**src/rtl/mc_ctrl.sv**
```systemverilog
// mc_ctrl: multi-cycle MIPS-lite control FSM sequencing PC/IR/GRF/EXT/ALU/DM.
// Latency: 2-5 cycles per instruction by class, plus one per mem_ready=0 cycle in MEMRD/MEMWR.
// Backpressure: stalls in MEMRD/MEMWR until mem_ready=1; no other stall source.
module mc_ctrl (
  input  logic        clk,
  input  logic        reset,
  input  logic [5:0]  op,
  input  logic [5:0]  funct,
  input  logic        zero,
  input  logic        mem_ready,
  output logic        pc_we,
  output logic [1:0]  pc_sel,
  output logic        ir_we,
  output logic        reg_we,
  output logic [1:0]  reg_dst,
  output logic [1:0]  mem_to_reg,
  output logic        alu_src,
  output logic [2:0]  alu_op,
  output logic        ext_op,
  output logic        mem_we,
  output logic        mem_re,
  output logic [2:0]  state,
  output logic [31:0] retire_cnt
);

  localparam logic [2:0] S_FETCH  = 3'd0;
  localparam logic [2:0] S_DECODE = 3'd1;
  localparam logic [2:0] S_EXE    = 3'd2;
  localparam logic [2:0] S_MEMRD  = 3'd3;
  localparam logic [2:0] S_MEMWR  = 3'd4;
  localparam logic [2:0] S_WB     = 3'd5;

  localparam logic [5:0] OP_RTYPE = 6'h00;
  localparam logic [5:0] OP_ORI   = 6'h0d;
  localparam logic [5:0] OP_LW    = 6'h23;
  localparam logic [5:0] OP_SW    = 6'h2b;
  localparam logic [5:0] OP_BEQ   = 6'h04;
  localparam logic [5:0] OP_LUI   = 6'h0f;
  localparam logic [5:0] OP_JAL   = 6'h03;
  localparam logic [5:0] FN_ADDU  = 6'h21;
  localparam logic [5:0] FN_SUBU  = 6'h23;
  localparam logic [5:0] FN_JR    = 6'h08;

  localparam logic [2:0] ALU_ADD = 3'd0;
  localparam logic [2:0] ALU_SUB = 3'd1;
  localparam logic [2:0] ALU_OR  = 3'd2;

  logic [2:0]  state_q, state_d;
  logic [31:0] retire_q, retire_d;

  logic is_addu, is_subu, is_jr, is_ori, is_lw, is_sw, is_beq, is_lui, is_jal;

  // Instruction class decode; funct only matters for R-type.
  always_comb begin
    is_addu = (op == OP_RTYPE) && (funct == FN_ADDU);
    is_subu = (op == OP_RTYPE) && (funct == FN_SUBU);
    is_jr   = (op == OP_RTYPE) && (funct == FN_JR);
    is_ori  = (op == OP_ORI);
    is_lw   = (op == OP_LW);
    is_sw   = (op == OP_SW);
    is_beq  = (op == OP_BEQ);
    is_lui  = (op == OP_LUI);
    is_jal  = (op == OP_JAL);
  end

  // Next-state selection; unknown encodings and illegal codes fall back to FETCH.
  always_comb begin
    state_d = S_FETCH;
    case (state_q)
      S_FETCH:  state_d = S_DECODE;
      S_DECODE: begin
        if (is_addu || is_subu || is_ori || is_lw || is_sw || is_beq || is_jr)
          state_d = S_EXE;
        else if (is_lui || is_jal)
          state_d = S_WB;
        else
          state_d = S_FETCH;
      end
      S_EXE: begin
        if (is_lw)      state_d = S_MEMRD;
        else if (is_sw) state_d = S_MEMWR;
        else if (is_addu || is_subu || is_ori) state_d = S_WB;
        else            state_d = S_FETCH;
      end
      S_MEMRD:  state_d = mem_ready ? S_WB : S_MEMRD;
      S_MEMWR:  state_d = mem_ready ? S_FETCH : S_MEMWR;
      S_WB:     state_d = S_FETCH;
      default:  state_d = S_FETCH;
    endcase
  end

  // Every entry into FETCH retires (or abandons) one instruction.
  always_comb begin
    retire_d = retire_q + {31'd0, (state_d == S_FETCH)};
  end

  // State register and retire counter; reset aborts the current instruction uncounted.
  always_ff @(posedge clk or negedge reset) begin
    if (!reset) begin
      state_q  <= S_FETCH;
      retire_q <= 32'd0;
    end else begin
      state_q  <= state_d;
      retire_q <= retire_d;
    end
  end

  // Moore-per-state control outputs; held at zero while reset is asserted.
  always_comb begin
    pc_we      = 1'b0;
    pc_sel     = 2'd0;
    ir_we      = 1'b0;
    reg_we     = 1'b0;
    reg_dst    = 2'd0;
    mem_to_reg = 2'd0;
    alu_src    = 1'b0;
    alu_op     = ALU_ADD;
    ext_op     = 1'b0;
    mem_we     = 1'b0;
    mem_re     = 1'b0;
    if (reset) begin
      // ALU setup is shared by EXE and the memory phases that depend on the address.
      if (state_q == S_EXE || state_q == S_MEMRD || state_q == S_MEMWR) begin
        if (is_subu || is_beq) begin
          alu_op = ALU_SUB;
        end else if (is_ori) begin
          alu_op  = ALU_OR;
          alu_src = 1'b1;
        end else if (is_lw || is_sw) begin
          alu_src = 1'b1;
          ext_op  = 1'b1;
        end
      end
      case (state_q)
        S_FETCH: begin
          ir_we = 1'b1;
          pc_we = 1'b1;
        end
        S_EXE: begin
          if (is_beq) begin
            pc_we  = zero;
            pc_sel = 2'd1;
          end else if (is_jr) begin
            pc_we  = 1'b1;
            pc_sel = 2'd3;
          end
        end
        S_MEMRD: mem_re = 1'b1;
        S_MEMWR: mem_we = mem_ready;
        S_WB: begin
          reg_we = 1'b1;
          if (is_addu || is_subu) begin
            reg_dst = 2'd1;
          end else if (is_lw) begin
            mem_to_reg = 2'd1;
          end else if (is_lui) begin
            mem_to_reg = 2'd2;
          end else if (is_jal) begin
            reg_dst    = 2'd2;
            mem_to_reg = 2'd3;
            pc_we      = 1'b1;
            pc_sel     = 2'd2;
          end
        end
        default: ;
      endcase
    end
  end

  assign state      = state_q;
  assign retire_cnt = retire_q;

endmodule

```
**config.mk**
```make
export PLATFORM = sky130hd
export DESIGN_NAME = mc_ctrl
export DESIGN_NICKNAME = d
export VERILOG_FILES = /design/src/rtl/mc_ctrl.sv
export SDC_FILE = /design/constraint.sdc
export NUM_CORES = 1
export LEC_CHECK = 0
export ABC_AREA = 1
export CAP_MARGIN = 20
export CORE_ASPECT_RATIO = 1.25
export CORE_MARGIN = 1.5
export CORE_UTILIZATION = 40
export CTS_CLUSTER_SIZE = 10
export DETAILED_ROUTE_END_ITERATION = 10
export PLACE_DENSITY_LB_ADDON = 0.2
export SYNTH_ARGS = -nofsm -noshare
export SYNTH_HDL_FRONTEND = slang
export SYNTH_SLANG_ARGS = --single-unit
```
**constraint.sdc**
```tcl
create_clock -name clk -period 4.3 [get_ports clk]
set_input_delay 1.075 -clock clk [delete_from_list [all_inputs] [get_ports clk]]
set_output_delay 1.075 -clock clk [all_outputs]
set_load 0.005 [all_outputs]
```
==> run_results.csv <==
group,metric,value,unit
outcome,status,"complete, no violations",
final_layout,final_cells,443,
clocking,cts_made_buffers,5,
die,num_rows,30,
final_layout,layout_commonest_cell,"nand2_1",
global_route,grt-ovfl-total,0,
global_route,antenna_found_initial,0,
die,coreArea,5440,µm²
routing,vias,2173,
die,pin_count,67,
sta,min_period_over_period,93.3,%
place,dp_hpwl,4700,µm
setup_path,required,3.22,ns
routing,dr.pass1.iters,4,
sta,hold_viol,0,
final_layout,diodes,0,
sta,clock.fmax,0.249,GHz
final_layout,syn_to_final_growth,35.7,%
global_route,grt_start_max_net_pins,36,
power,power_density,282,nW/µm²
flow_run,drv_cap,0,
min_path,min_path_type,"register to register",
routing,via_per_inst,4.91,
logic_synthesis,ys_types,29,
setup_path,cp_max_fo,5,
setup_path,cp_data_arrival_time,2.94,ns
logic_synthesis,synth_warnings,0,
setup_path,criticalPathCategory,"input port to output port",
logic_synthesis,ys_ff_latch,35,
place,placed_cells,435,
logic_synthesis,ys_seq_area_share,38.6,%
clocking,root_buffer,"clkbuf_8",
routing,routed_wl,5710,µm
global_route,grt_pass1_wl,9570,µm
sta,fin_skew,0.00668,ns
sta,finalSetupTns,0,ns
die,die-area,6140,µm²
logic_synthesis,yosysTopAreaCellShare,38.6,%
logic_synthesis,yosysTopAreaCell,"dfrtp_1",
clocking,cts_hold_buf,0,
sta,rsz0062_at_grt,"no",
final_layout,layout-drive-gt1-share,9.76,%
place,gp_congestion,0.950,
die,initial_core_util,41.7,%
routing,drt_first_iter_violations,64,
power,leakagePower,1.40,nW
die,die_w,70.4,µm
global_route,grt_pass1_vias,2132,
sta,final-max-slew-violation-count,0,
clocking,h-tree-depth,2,
die,die_h,87.2,µm
clocking,post_cts.repair.setup_buffers,0,
setup_path,start_kind,"input port",
clocking,clockBufferDepth,2,
routing,drcViolationCount,0,
logic_synthesis,synth_area_leaders,"dfrtp_1 39%, nand2_1 13%, nor2_1 7.9%",
setup_path,critPathCaptureType,"output port",
sta,period_minus_slack,4.01,ns
clocking,insertion_delay,0.29,ns
sta,setup_viol,0,
routing,wire_per_inst,12.9,µm
clocking,path_clk_slew,0.07,ns
clocking,clock_sinks,35,
final_layout,layout_common_cells,"79 x nand2_1, 64 x clkdlybuf4s50_1, 48 x nor2_1",
clocking,cts_resized,0,
final_layout,final_nets,396,
logic_synthesis,syn-cell-area,2270,µm²
logic_synthesis,syn_nets,324,
place,portBuffers,65,
power,ir_drop,0.231,mV
clocking,tritoncts,"built",
logic_synthesis,synthCells,306,
global_route,grt_use_total,19.9,%
routing,postRouteAntennaNets,0,
logic_synthesis,syn_area_per_cell,7.42,µm²
Yosys cell counts:
master and count:
dfrtp_1 35, o21ai_0 2, o21a_1 1, conb_1 1, nand2_1 79, a31o_2 1
nor3_1 10, and2_1 1, ha_1 2, nor2_4 1, inv_1 39, xor2_1 19
nor2_2 6, nor2_1 48, a211oi_1 1, buf_4 1, inv_2 2, nand2_2 3
nand3b_1 4, o21ai_1 1, nand3_1 20, a21oi_1 3, xnor2_1 7, xnor2_2 1
nor3_4 2, nor3b_1 1, nor3_2 10, nand4_1 4, nand3_2 1
cells by family after synthesis:
group / count (synthesis) / share of synthesized area [%]
compound gates: 9 / 2.37
xor+xnor: 27 / 10.7
fa+ha+maj: 2 / 1.10
buf+inv: 42 / 7.11
flops: 35 / 38.6
other cells: 1 / 0.165
simple gates: 190 / 39.9
area by class of cell:
class	instances	area [µm²]
inverter	41	154
clock inverter	3	15.0
tap	64	80.1
multi-input combinational	229	1230
sequential	35	876
timing repair buffer	66	653
fill	532	2360
clock buffer	5	68.8
worst max-delay path, cell delays in order:
cell and delay (ns):
clkdlybuf4s50_1 0.47, nor2_2 0.23, nand3_1 0.14, nor2_1 0.18, nor2_1 0.11, o21ai_1 0.14
nand2_1 0.06, nand2_1 0.05, clkdlybuf4s50_1 0.49
routing by layer:
| layer | track usage, % | vias up | share of wire, % | wire length (µm) |
|---|---|---|---|---|
| met5 | 0 | - | 0 | 0 |
| met4 | 10.8 | 0 | 3.8 | 216 |
| met3 | 4.17 | 19 | 5.8 | 331 |
| met2 | 34.3 | 70 | 50 | 2840 |
| met1 | 22.9 | 983 | 41 | 2330 |
| li1 | - | 1101 | - | - |
final timing paths:
| kind | startpoint | slack [ns] | depth (start not counted) | to |
|---|---|---|---|---|
| setup / recovery | op[3] | 0.29 | 9 | pc_we |
| hold / removal | retire_cnt[25] | 0.51 | 1 | retire_cnt[25] |
| setup reg to reg | state[2] | 1.69 | 15 | retire_cnt[22] |
| hold reg to reg | retire_cnt[25] | 0.51 | 1 | retire_cnt[25] |
| max in group asynchronous | reset | 3.12 | 2 | retire_cnt[7] |
| min in group asynchronous | reset | 0.86 | 2 | retire_cnt[22] |
registers in the layout, summed over array words and instances (netlist names):
signal,flops
retire_cnt,32
state,3
power breakdown:
group / leakage [nW] / switching [W] / internal [W]
Sequential: 0.470 / 0.0000407 / 0.000365
Clock: 0.0477 / 0.000115 / 0.000111
Combinational: 0.885 / 0.000121 / 0.000117
Total: 1.40 / 0.000277 / 0.000593
stage by stage:
step                      total power, W  util, %  setup WS [ns]  hold slack (ns)  area, µm²
after floorplan                 0.000526        -           1.37            0.487       2270
after global placement          0.000650     55.0          0.370            0.484       3000
after detailed placement        0.000654     55.0          0.330            0.496       3000
after CTS                       0.000881     56.6          0.322            0.511       3080
after global routing            0.000924     56.6          0.136            0.519       3080
final                           0.000869     56.6          0.287            0.506       3080
(Power assumes the default switching activity.)
